File: config.mk
export PLATFORM = sky130hd
export DESIGN_NAME = panda_risc_v_dispatch_queue
export DESIGN_NICKNAME = d
export VERILOG_FILES = /design/src/rtl/panda_risc_v_dispatch_queue.sv
export SDC_FILE = /design/constraint.sdc
export NUM_CORES = 1
export LEC_CHECK = 0
export ABC_AREA = 1
export CAP_MARGIN = 20
export CORE_UTILIZATION = 49
export DETAILED_ROUTE_END_ITERATION = 10
export PLACE_DENSITY_LB_ADDON = 0.08
export SYNTH_ARGS = -nofsm -noshare
export SYNTH_HDL_FRONTEND = slang
export SYNTH_SLANG_ARGS = --single-unit
export TNS_END_PERCENT = 100
File: constraint.sdc
create_clock -name clk -period 5.35 [get_ports clk]
set_input_delay 0.8025 -clock clk [delete_from_list [all_inputs] [get_ports clk]]
set_output_delay 0.8025 -clock clk [all_outputs]
set_load 0.01 [all_outputs]
File: src/rtl/panda_risc_v_dispatch_queue.sv
// panda_risc_v_dispatch_queue: in-order dispatch queue that issues the oldest request to one of exu_num channels.
// Latency: 1 cycle from push to issue; 0 cycles from an empty queue when PANDA_DSPTC_QUEUE_BYPASS_EN is defined.
// Backpressure: s_dsptc_ready drops only when full, flushing or in reset; the head waits on per-channel ready or hazards.
//
// Ports:
//   clk, sys_reset (sync, active-high), flush_req  - clock, reset, discard all queued entries
//   lsu_idle                                        - LSU idle flag used by barrier entries
//   s_dsptc_*                                       - incoming decoded request (valid/ready)
//   waw_dpc_check_rd_id / rd_waw_dpc                - head RD index out, WAW hazard flag back
//   m_exu_*                                         - head payload shared by all channels, per-channel valid/ready
//   dpc_trace_dsptc_*                               - pulse + ID of the issued instruction
//   queue_cnt                                       - occupancy
// Optional macro: PANDA_DSPTC_QUEUE_BYPASS_EN (empty-queue combinational bypass).
// simulation_delay is kept for interface compatibility; state updates carry no delay.

module panda_risc_v_dispatch_queue #(
   parameter int inst_id_width    = 4,
   parameter int msg_width        = 71,
   parameter int exu_num          = 5,
   parameter int fifo_depth       = 4,
   parameter int simulation_delay = 1
) (
   input  logic                         clk,
   input  logic                         sys_reset,
   input  logic                         flush_req,
   input  logic                         lsu_idle,
   input  logic [msg_width-1:0]         s_dsptc_msg,
   input  logic [exu_num-1:0]           s_dsptc_exu_sel,
   input  logic [4:0]                   s_dsptc_rd_id,
   input  logic                         s_dsptc_rd_vld,
   input  logic                         s_dsptc_wait_idle,
   input  logic [inst_id_width-1:0]     s_dsptc_inst_id,
   input  logic                         s_dsptc_valid,
   output logic                         s_dsptc_ready,
   output logic [4:0]                   waw_dpc_check_rd_id,
   input  logic                         rd_waw_dpc,
   output logic [msg_width-1:0]         m_exu_msg,
   output logic [4:0]                   m_exu_rd_id,
   output logic [inst_id_width-1:0]     m_exu_inst_id,
   output logic [exu_num-1:0]           m_exu_valid,
   input  logic [exu_num-1:0]           m_exu_ready,
   output logic [inst_id_width-1:0]     dpc_trace_dsptc_inst_id,
   output logic                         dpc_trace_dsptc_valid,
   output logic [$clog2(fifo_depth):0]  queue_cnt
);

   localparam int AW = $clog2(fifo_depth);
   localparam logic [AW:0] PTR_ONE = 1;
   // Holds for every legal parameter set; an illegal set leaves the queue refusing input.
   localparam bit PARAM_OK = (exu_num >= 1) && (exu_num <= 8) && (fifo_depth >= 2) &&
                             (simulation_delay >= 0);

   typedef struct packed {
      logic [msg_width-1:0]     msg;
      logic [exu_num-1:0]       sel;
      logic [4:0]               rd_id;
      logic                     rd_vld;
      logic                     wait_idle;
      logic [inst_id_width-1:0] inst_id;
   } entry_t;

   entry_t            mem_q [fifo_depth];
   entry_t            mem_d [fifo_depth];
   logic [AW:0]       wptr_q, wptr_d;
   logic [AW:0]       rptr_q, rptr_d;

   entry_t            in_ent;
   entry_t            head_ent;
   logic              head_pres;
   logic              bypass;
   logic              full, empty;
   logic              head_ok;
   logic [exu_num-1:0] sel_low;
   logic              issue, fire;
   logic              push_buf, pop_buf;

   assign in_ent = {s_dsptc_msg, s_dsptc_exu_sel, s_dsptc_rd_id, s_dsptc_rd_vld,
                    s_dsptc_wait_idle, s_dsptc_inst_id};

   assign empty = (wptr_q == rptr_q);
   assign full  = (wptr_q[AW-1:0] == rptr_q[AW-1:0]) && (wptr_q[AW] != rptr_q[AW]);

`ifdef PANDA_DSPTC_QUEUE_BYPASS_EN
   // An empty queue lets the incoming request act as the head in the same cycle.
   assign bypass    = empty & ~flush_req;
   assign head_ent  = bypass ? in_ent : mem_q[rptr_q[AW-1:0]];
   assign head_pres = bypass ? s_dsptc_valid : ~empty;
`else
   assign bypass    = 1'b0;
   assign head_ent  = mem_q[rptr_q[AW-1:0]];
   assign head_pres = ~empty;
`endif

   assign head_ok = head_pres & ~(head_ent.rd_vld & rd_waw_dpc) &
                    ~(head_ent.wait_idle & ~lsu_idle) & ~flush_req & ~sys_reset;

   // Lowest set bit of the head select; descending scan so the lowest index wins.
   always_comb begin
      sel_low = '0;
      for (int k = exu_num - 1; k >= 0; k--) begin
         if (head_ent.sel[k]) begin
            sel_low    = '0;
            sel_low[k] = 1'b1;
         end
      end
   end

   assign m_exu_valid = head_ok ? sel_low : '0;
   assign issue       = |(m_exu_valid & m_exu_ready);
   // An all-zero select has no channel to wait for and is retired silently.
   assign fire        = issue | (head_ok & ~(|head_ent.sel));

   assign s_dsptc_ready = PARAM_OK & ~full & ~flush_req & ~sys_reset;
   // A bypassed request consumed this cycle must not also land in the buffer.
   assign push_buf      = s_dsptc_valid & s_dsptc_ready & ~(bypass & fire);
   assign pop_buf       = fire & ~bypass;

   assign m_exu_msg               = head_ent.msg;
   assign m_exu_rd_id             = head_ent.rd_id;
   assign m_exu_inst_id           = head_ent.inst_id;
   assign waw_dpc_check_rd_id     = head_pres ? head_ent.rd_id : 5'd0;
   assign dpc_trace_dsptc_valid   = issue;
   assign dpc_trace_dsptc_inst_id = head_ent.inst_id;
   assign queue_cnt               = wptr_q - rptr_q;

   always_comb begin
      wptr_d = wptr_q;
      rptr_d = rptr_q;
      mem_d  = mem_q;
      if (sys_reset || flush_req) begin
         wptr_d = '0;
         rptr_d = '0;
      end else begin
         if (push_buf) begin
            mem_d[wptr_q[AW-1:0]] = in_ent;
            wptr_d                = wptr_q + PTR_ONE;
         end
         if (pop_buf) begin
            rptr_d = rptr_q + PTR_ONE;
         end
      end
   end

   always_ff @(posedge clk) begin
      if (sys_reset) begin
         wptr_q <= '0;
         rptr_q <= '0;
      end else begin
         wptr_q <= wptr_d;
         rptr_q <= rptr_d;
      end
   end

   // Payload storage needs no reset: pointers decide which slots are meaningful.
   always_ff @(posedge clk) begin
      mem_q <= mem_d;
   end

endmodule

[Yosys cells after proc, flatten, opt, wreduce, memory -nomap -nowiden]
Index checks and enable logic that the tools add are counted.
Widths: inputs -> output; s select.
Word-level totals
  register bits: 354
  bits of input ports: 98
  output and inout port bits: 99
  logic and storage cells: 78
Operators by class
  add/sub/neg operators: 3
  order comparisons: 3
  equal/unequal tests: 3
  multiplexer cells: 13
  bitwise operators: 23
  reduce and logical (&&, ||, !) cells: 7
Operators by type and width (number)
  $bwmux 348: 1
  $mux 87: 3
  $bmux 87 s2: 1
  $demux 87 s2: 1
  $mux 5: 7
  $and 1x1->1: 10
  $reduce_or 5->1: 2
  $not 1->1: 9
  $add 3x1->3 const B: 2
  $ge 3x3->1 const B: 2
  $not 2->3: 2
  $and 5x5->5: 1
  $eq 3x3->1: 1
  $lt 3x1->1 const B: 1
  $sub 3x3->3: 1
  $eq 2x2->1: 1
  $logic_and 1x1->1: 2
  $reduce_and 2->1: 1
  $reduce_or 2->1: 1
  $logic_or 1x1->1: 1
  $ne 1x1->1: 1
  $or 1x1->1: 1

[Longest topological paths before layout]
  depth after elaboration: 14
  gate-level depth with buffers: 18
  depth with buffers taken out: 15

[Worst setup path before layout]
No wires, ideal clock.
  path kind: register to register
  start point: register rptr_q[1]
  end point: register wptr_q[2]
  setup time: 0.096 ns
  data arrival time: 5.997 ns
  data required time: 5.254 ns
  path slack: -0.743 ns
  stages on the path, launching flop included: 13
  path buffers: 3
  clock period less this slack: 6.093 ns
  cell sequence: dfxtp_1 > buf_2 > inv_2 > buf_2 > clkbuf_1 > ha_1 > nand2_1 > inv_1 > a31oi_1 > nand2_1 > nor2_1 > o21ai_0 > a21oi_1
On the way
  cells in the longest elaborated chain, start to end: 6
Ends and longest elaborated chain
  from (decl): RTL line 65  | logic [AW:0] rptr_q, rptr_d;
  from (signal assigned): RTL line 150  | rptr_q <= rptr_d;
  $eq 2x2->1: RTL line 81  | assign full = (wptr_q[AW-1:0] == rptr_q[AW-1:0]) && (wptr_q[AW] != rptr_q[AW]);
  $logic_and 1x1->1: RTL line 81
  $not 1->1: RTL line 113  | assign s_dsptc_ready = PARAM_OK & ~full & ~flush_req & ~sys_reset;
  $and 1x1->1 (2 in series): RTL line 113
  named net s_dsptc_ready: RTL line 34  | output logic s_dsptc_ready,
  $and 1x1->1: RTL line 115  | assign push_buf = s_dsptc_valid & s_dsptc_ready & ~(bypass & fire);
  to (signal assigned): RTL line 149  | wptr_q <= wptr_d;
  to (decl): RTL line 64  | logic [AW:0] wptr_q, wptr_d;
The timed path passes the listed nets, and every way through them passes these cells.
A chain may end at the register's enable or synchronous reset.

[Worst setup path after layout]
  start point: register rptr_q[0]
  end point: output port m_exu_valid[4]
On the way
  cells in the longest elaborated chain, start to end: 11
  elaborated cells between the ends (all ways): 20
  classes of those cells: eq/ne: 1; mux: 9; bitwise: 10
Ends and longest elaborated chain
  $not 2->3 (implied by the code): RTL line 90  | assign head_ent = mem_q[rptr_q[AW-1:0]];
  $bmux 87 s2: RTL line 90
  $mux 87 (implied by the code) (2 in series): RTL line 90
  $and 1x1->1: RTL line 94  | assign head_ok = head_pres & ~(head_ent.rd_vld & rd_waw_dpc) &
  $not 1->1: RTL line 94
  $and 1x1->1 (2 in series): RTL line 94
  $and 1x1->1 (2 in series): RTL line 95  | ~(head_ent.wait_idle & ~lsu_idle) & ~flush_req & ~sys_reset;
  $mux 5 *: RTL line 108  | assign m_exu_valid = head_ok ? sel_low : '0;
  to (decl): RTL line 40  | output logic [exu_num-1:0] m_exu_valid,
Every way passes the cells marked *; elsewhere a longest branch is shown, timed or not. The select of a mux whose other input is x is not followed.

==> key figures <==
GRT
  – Number of global-route vias before repair: just under 8000
  – Antenna violations before repair: 1
  – Global Route Usage Sum: roughly 20%
  – Global-route wire length before repair: 44200 um
  – Pin count of the biggest net entering global routing: 90
  – GR Overflow Total: 0

Layout
  – Fraction of layout instances using a drive strength above 1: 6.32%
  – Total area of multi-input combinational cells: 2590 sq um
  – Post-layout nets: approximately 1300
  – Post-Route Utilization: 62.6%
  – Area of all sequential standard cells: 10600 sq um
  – Most frequent cells in the layout: edfxtp_1 (348), clkdlybuf4s50_1 (196), nor2_1 (176), o21ai_0 (163), o22ai_1 (75)
  – Fin cells: 1529
  – Relative area change from synthesis to final layout: 25.1%
  – Number of fillers in the final layout: 2073
  – Commonest non-fill, non-tap cell in the layout: edfxtp_1

Hold path
  – Number of cells traversed by the worst hold path: 1
  – Hold path startpoint: wptr_q[2]$_SDFFE_PP0P_
  – Class of the worst hold path: reg2reg
  – Hold EP: wptr_q[2]$_SDFFE_PP0P_

Die
  – Num ports: 197
  – Horiz. Die Dim: 168 um
  – Initial core utilization: 50.0%
  – Row cnt: 60
  – Chip Height: 168 um
  – Floorplan Core Area: 27000 sq um
  – Die area: roughly 28000 sq um

STA
  – Worst Max-Slew Pin Slew: between 1 and 1.5 ns
  – Post-route clock skew: 0.0290 ns
  – Total count of hold-check failures in the final report: 0
  – Worst path setup slack after routing: between 1 and 1.5 ns
  – Crit share post-route: 77.0%
  – Number of max-slew violations in the final report: 0
  – Peak Freq: 243 MHz
  – Final setup violating endpoints: 0
  – Time the final worst path needs with I/O delays and setup: 4.12 ns
  – Setup repair after global routing missed its margin: false
  – Slew headroom: 30.2%

Clocking
  – Clock Sinks: 354
  – Post-CTS setup buffer count: 0
  – Clock buffers created by TritonCTS: 38
  – Cell at the root of the clock tree: clkbuf_16
  – Reg clk slew, reported paths: 0.06 ns
  – TritonCTS clock tree: yes
  – Number of buffers inserted by hold repair at cts: 0
  – Clock insertion delay at the later pin of the skew report: 0.51 ns
  – Resized cells post-CTS: 0
  – Clock buffer depth: 3
  – CTS H-tree lvls: 2

Flow run
  – Maxcap violations: 0

Setup path
  – Reg2reg end: mem_q[210]$_DFFE_PP_
  – CP Cell Sequence: buf_4 -> nand2_1 -> nand3_1 -> nand2_1 -> nand2_1 -> inv_1 -> nor2_4 -> inv_1 -> nor4_1 -> clkdlybuf4s50_1
  – Largest stage delay on the critical path: 0.74 ns
  – Startpoint type of the worst setup path: register
  – Cell at the slowest stage of the critical path: dfxtp_4
  – Critical path's most frequent cell: nand2_1
  – Highest fanout seen on the critical path: 59
  – Arrival time reported for the critical path endpoint: 3.32 ns
  – Reg2reg start: rptr_q[0]$_SDFFE_PP0P_
  – Critical Path End Type: output port
  – Delay-heaviest family, CP: buffers and inverters
  – Critical path start-end classification: reg2out
  – Endpoint required time on the critical path: 4.55 ns
  – Reg2reg path depth: 7
  – WP buf/inv: 4
  – Reg2reg setup slack: 2.24 ns

Yosys
  – Net count after synthesis: between 1000 and 1500
  – Sequential share of the synthesized area: 78.2%
  – Yosys warning total: 0
  – Netlist cell types: 27
  – Post-synthesis instance area: 13500 sq um
  – Synthesized area per cell: 13.9 sq um
  – Cells after synthesis: 974
  – Flip-flop and latch count after synthesis: roughly 350

Placement
  – DP HPWL: approximately 16000 um
  – Port Buffer Count: ~200
  – Global placer's final weighted congestion: approximately 0.77
  – Worst setup slack before clock tree synthesis: 1.70 ns
  – Number of cells in the design after placement: 1466

Drt
  – Vias: 8302
  – Wire length per cell after detailed routing: 18.8 um
  – Post-route DRC: 0
  – Total wirelength of the detailed-routed design: 28700 um
  – Vias per inst: 5.43
  – First DRT Iteration DRCs: about 790
  – Remaining antenna violation count: 0
  – Count of TritonRoute iterations in the first routing pass: 5

Power and ir drop
  – Leak pwr: about 0.0057 uW
  – Worst voltage drop across the vdd grid: approximately 0.23 mV
  – Ratio of total power to cell area: around 330 nW/um^2

Outcome
  – Run status: completed
flip-flops by register name, indices dropped and copies added, names as in the netlist:
register / flops
mem_q: 348
rptr_q: 3
wptr_q: 3
routing by layer:
metal / up-vias / wire, um / GRT usage [%]
met4: 0 / 355 / 4.55
met3: 36 / 1880 / 4.30
met5: - / 0 / 0
met1: 4052 / 13000 / 29.3
li1: 3975 / - / -
met2: 239 / 13400 / 31.8
power by group:
part / leakage, uW / switching (uW) / internal (uW) / total [uW]
sequential: 0.00319 / 5.51 / 3070 / 3080
combinational: 0.00198 / 94.9 / 111 / 205
clock: 0.000536 / 979 / 1400 / 2380
cells in the mapped netlist:
| cell type | number | area share, % |
|---|---|---|
| xor2_1 | 1 | 0.065 |
| a21oi_1 | 13 | 0.48 |
| nand2_2 | 5 | 0.23 |
| buf_6 | 2 | 0.17 |
| clkbuf_1 | 34 | 0.94 |
| xnor2_1 | 1 | 0.065 |
| fa_1 | 1 | 0.15 |
| nor3_1 | 3 | 0.11 |
| nor2_2 | 2 | 0.093 |
| nor2_1 | 180 | 5.0 |
| inv_1 | 26 | 0.72 |
| dfxtp_1 | 6 | 0.89 |
| ha_1 | 7 | 0.65 |
| buf_4 | 5 | 0.28 |
| o21ai_0 | 163 | 6.0 |
| nor4_1 | 1 | 0.046 |
| inv_2 | 2 | 0.056 |
| buf_1 | 2 | 0.056 |
| a31oi_1 | 1 | 0.046 |
| nand4_1 | 2 | 0.093 |
| nand2_1 | 53 | 1.5 |
| buf_2 | 18 | 0.67 |
| edfxtp_1 | 348 | 77 |
| nand3_1 | 21 | 0.78 |
| a32oi_1 | 1 | 0.065 |
| nor2_4 | 1 | 0.083 |
| o22ai_1 | 75 | 3.5 |
cell type report:
| type | instances | area share (%) |
|---|---|---|
| sequential | 354 | 62.5 |
| multi-input combinational | 531 | 15.3 |
| timing repair buffer | 212 | 12.4 |
| clock buffer | 51 | 5.91 |
| tap | 341 | 2.52 |
| clock inverter | 11 | 0.666 |
| inverter | 28 | 0.636 |
| antenna | 1 | 0.0148 |
worst reg2reg max path, delay by kind of cell, from the launching register on:
kind | cells | cell delay [ns]
adder cells (fa/ha/maj) | 1 | 0.41
AND/OR/NAND/NOR | 3 | 0.95
AO/OA/AOI/OAI | 1 | 0.19
buffers and inverters | 2 | 0.45
flip-flops | 1 | 0.74
kinds of logic (layout without fill, tap and decap cells):
logic type | count (synthesis) | in the layout | share of synthesized area (%)
AOI/OAI and AO/OA | 253 | 253 | 10.1
other | 0 | 1 | 0
xor gates and xnor gates | 2 | 2 | 0.130
adders and majority gates | 8 | 8 | 0.796
DFF | 354 | 354 | 78.2
buffers and inverters | 89 | 302 | 2.89
and+or+nand+nor | 268 | 268 | 7.90
metrics by stage:
stage | setup TNS (ns) | area, sq um | power [uW] | hold slack [ns]
floorplan | -174.86 | 13500 | 3190 | 0.443
global placement | 0 | 15800 | 3340 | 0.453
detailed placement | 0 | 15800 | 3340 | 0.495
CTS | 0 | 16900 | 5710 | 0.504
global route | 0 | 16900 | 5820 | 0.550
finish | 0 | 16900 | 5660 | 0.509
worst max-delay path by stage:
stage / startpoint / end / slack [ns] / depth (start not counted)
floorplan: rptr_q[1]$_SDFFE_PP0P_ / mem_q[100]$_DFFE_PP_ / -0.67 / 10
detailed placement: rptr_q[0]$_SDFFE_PP0P_ / m_exu_valid[4] / 1.70 / 10
global route: rptr_q[0]$_SDFFE_PP0P_ / m_exu_valid[4] / 0.92 / 10
finish: rptr_q[0]$_SDFFE_PP0P_ / m_exu_valid[4] / 1.23 / 10
CTS: rptr_q[0]$_SDFFE_PP0P_ / m_exu_valid[4] / 1.16 / 10
global placement: rptr_q[0]$_SDFFE_PP0P_ / m_exu_valid[4] / 1.72 / 10
Note: power is estimated with default switching activity, not from simulation.
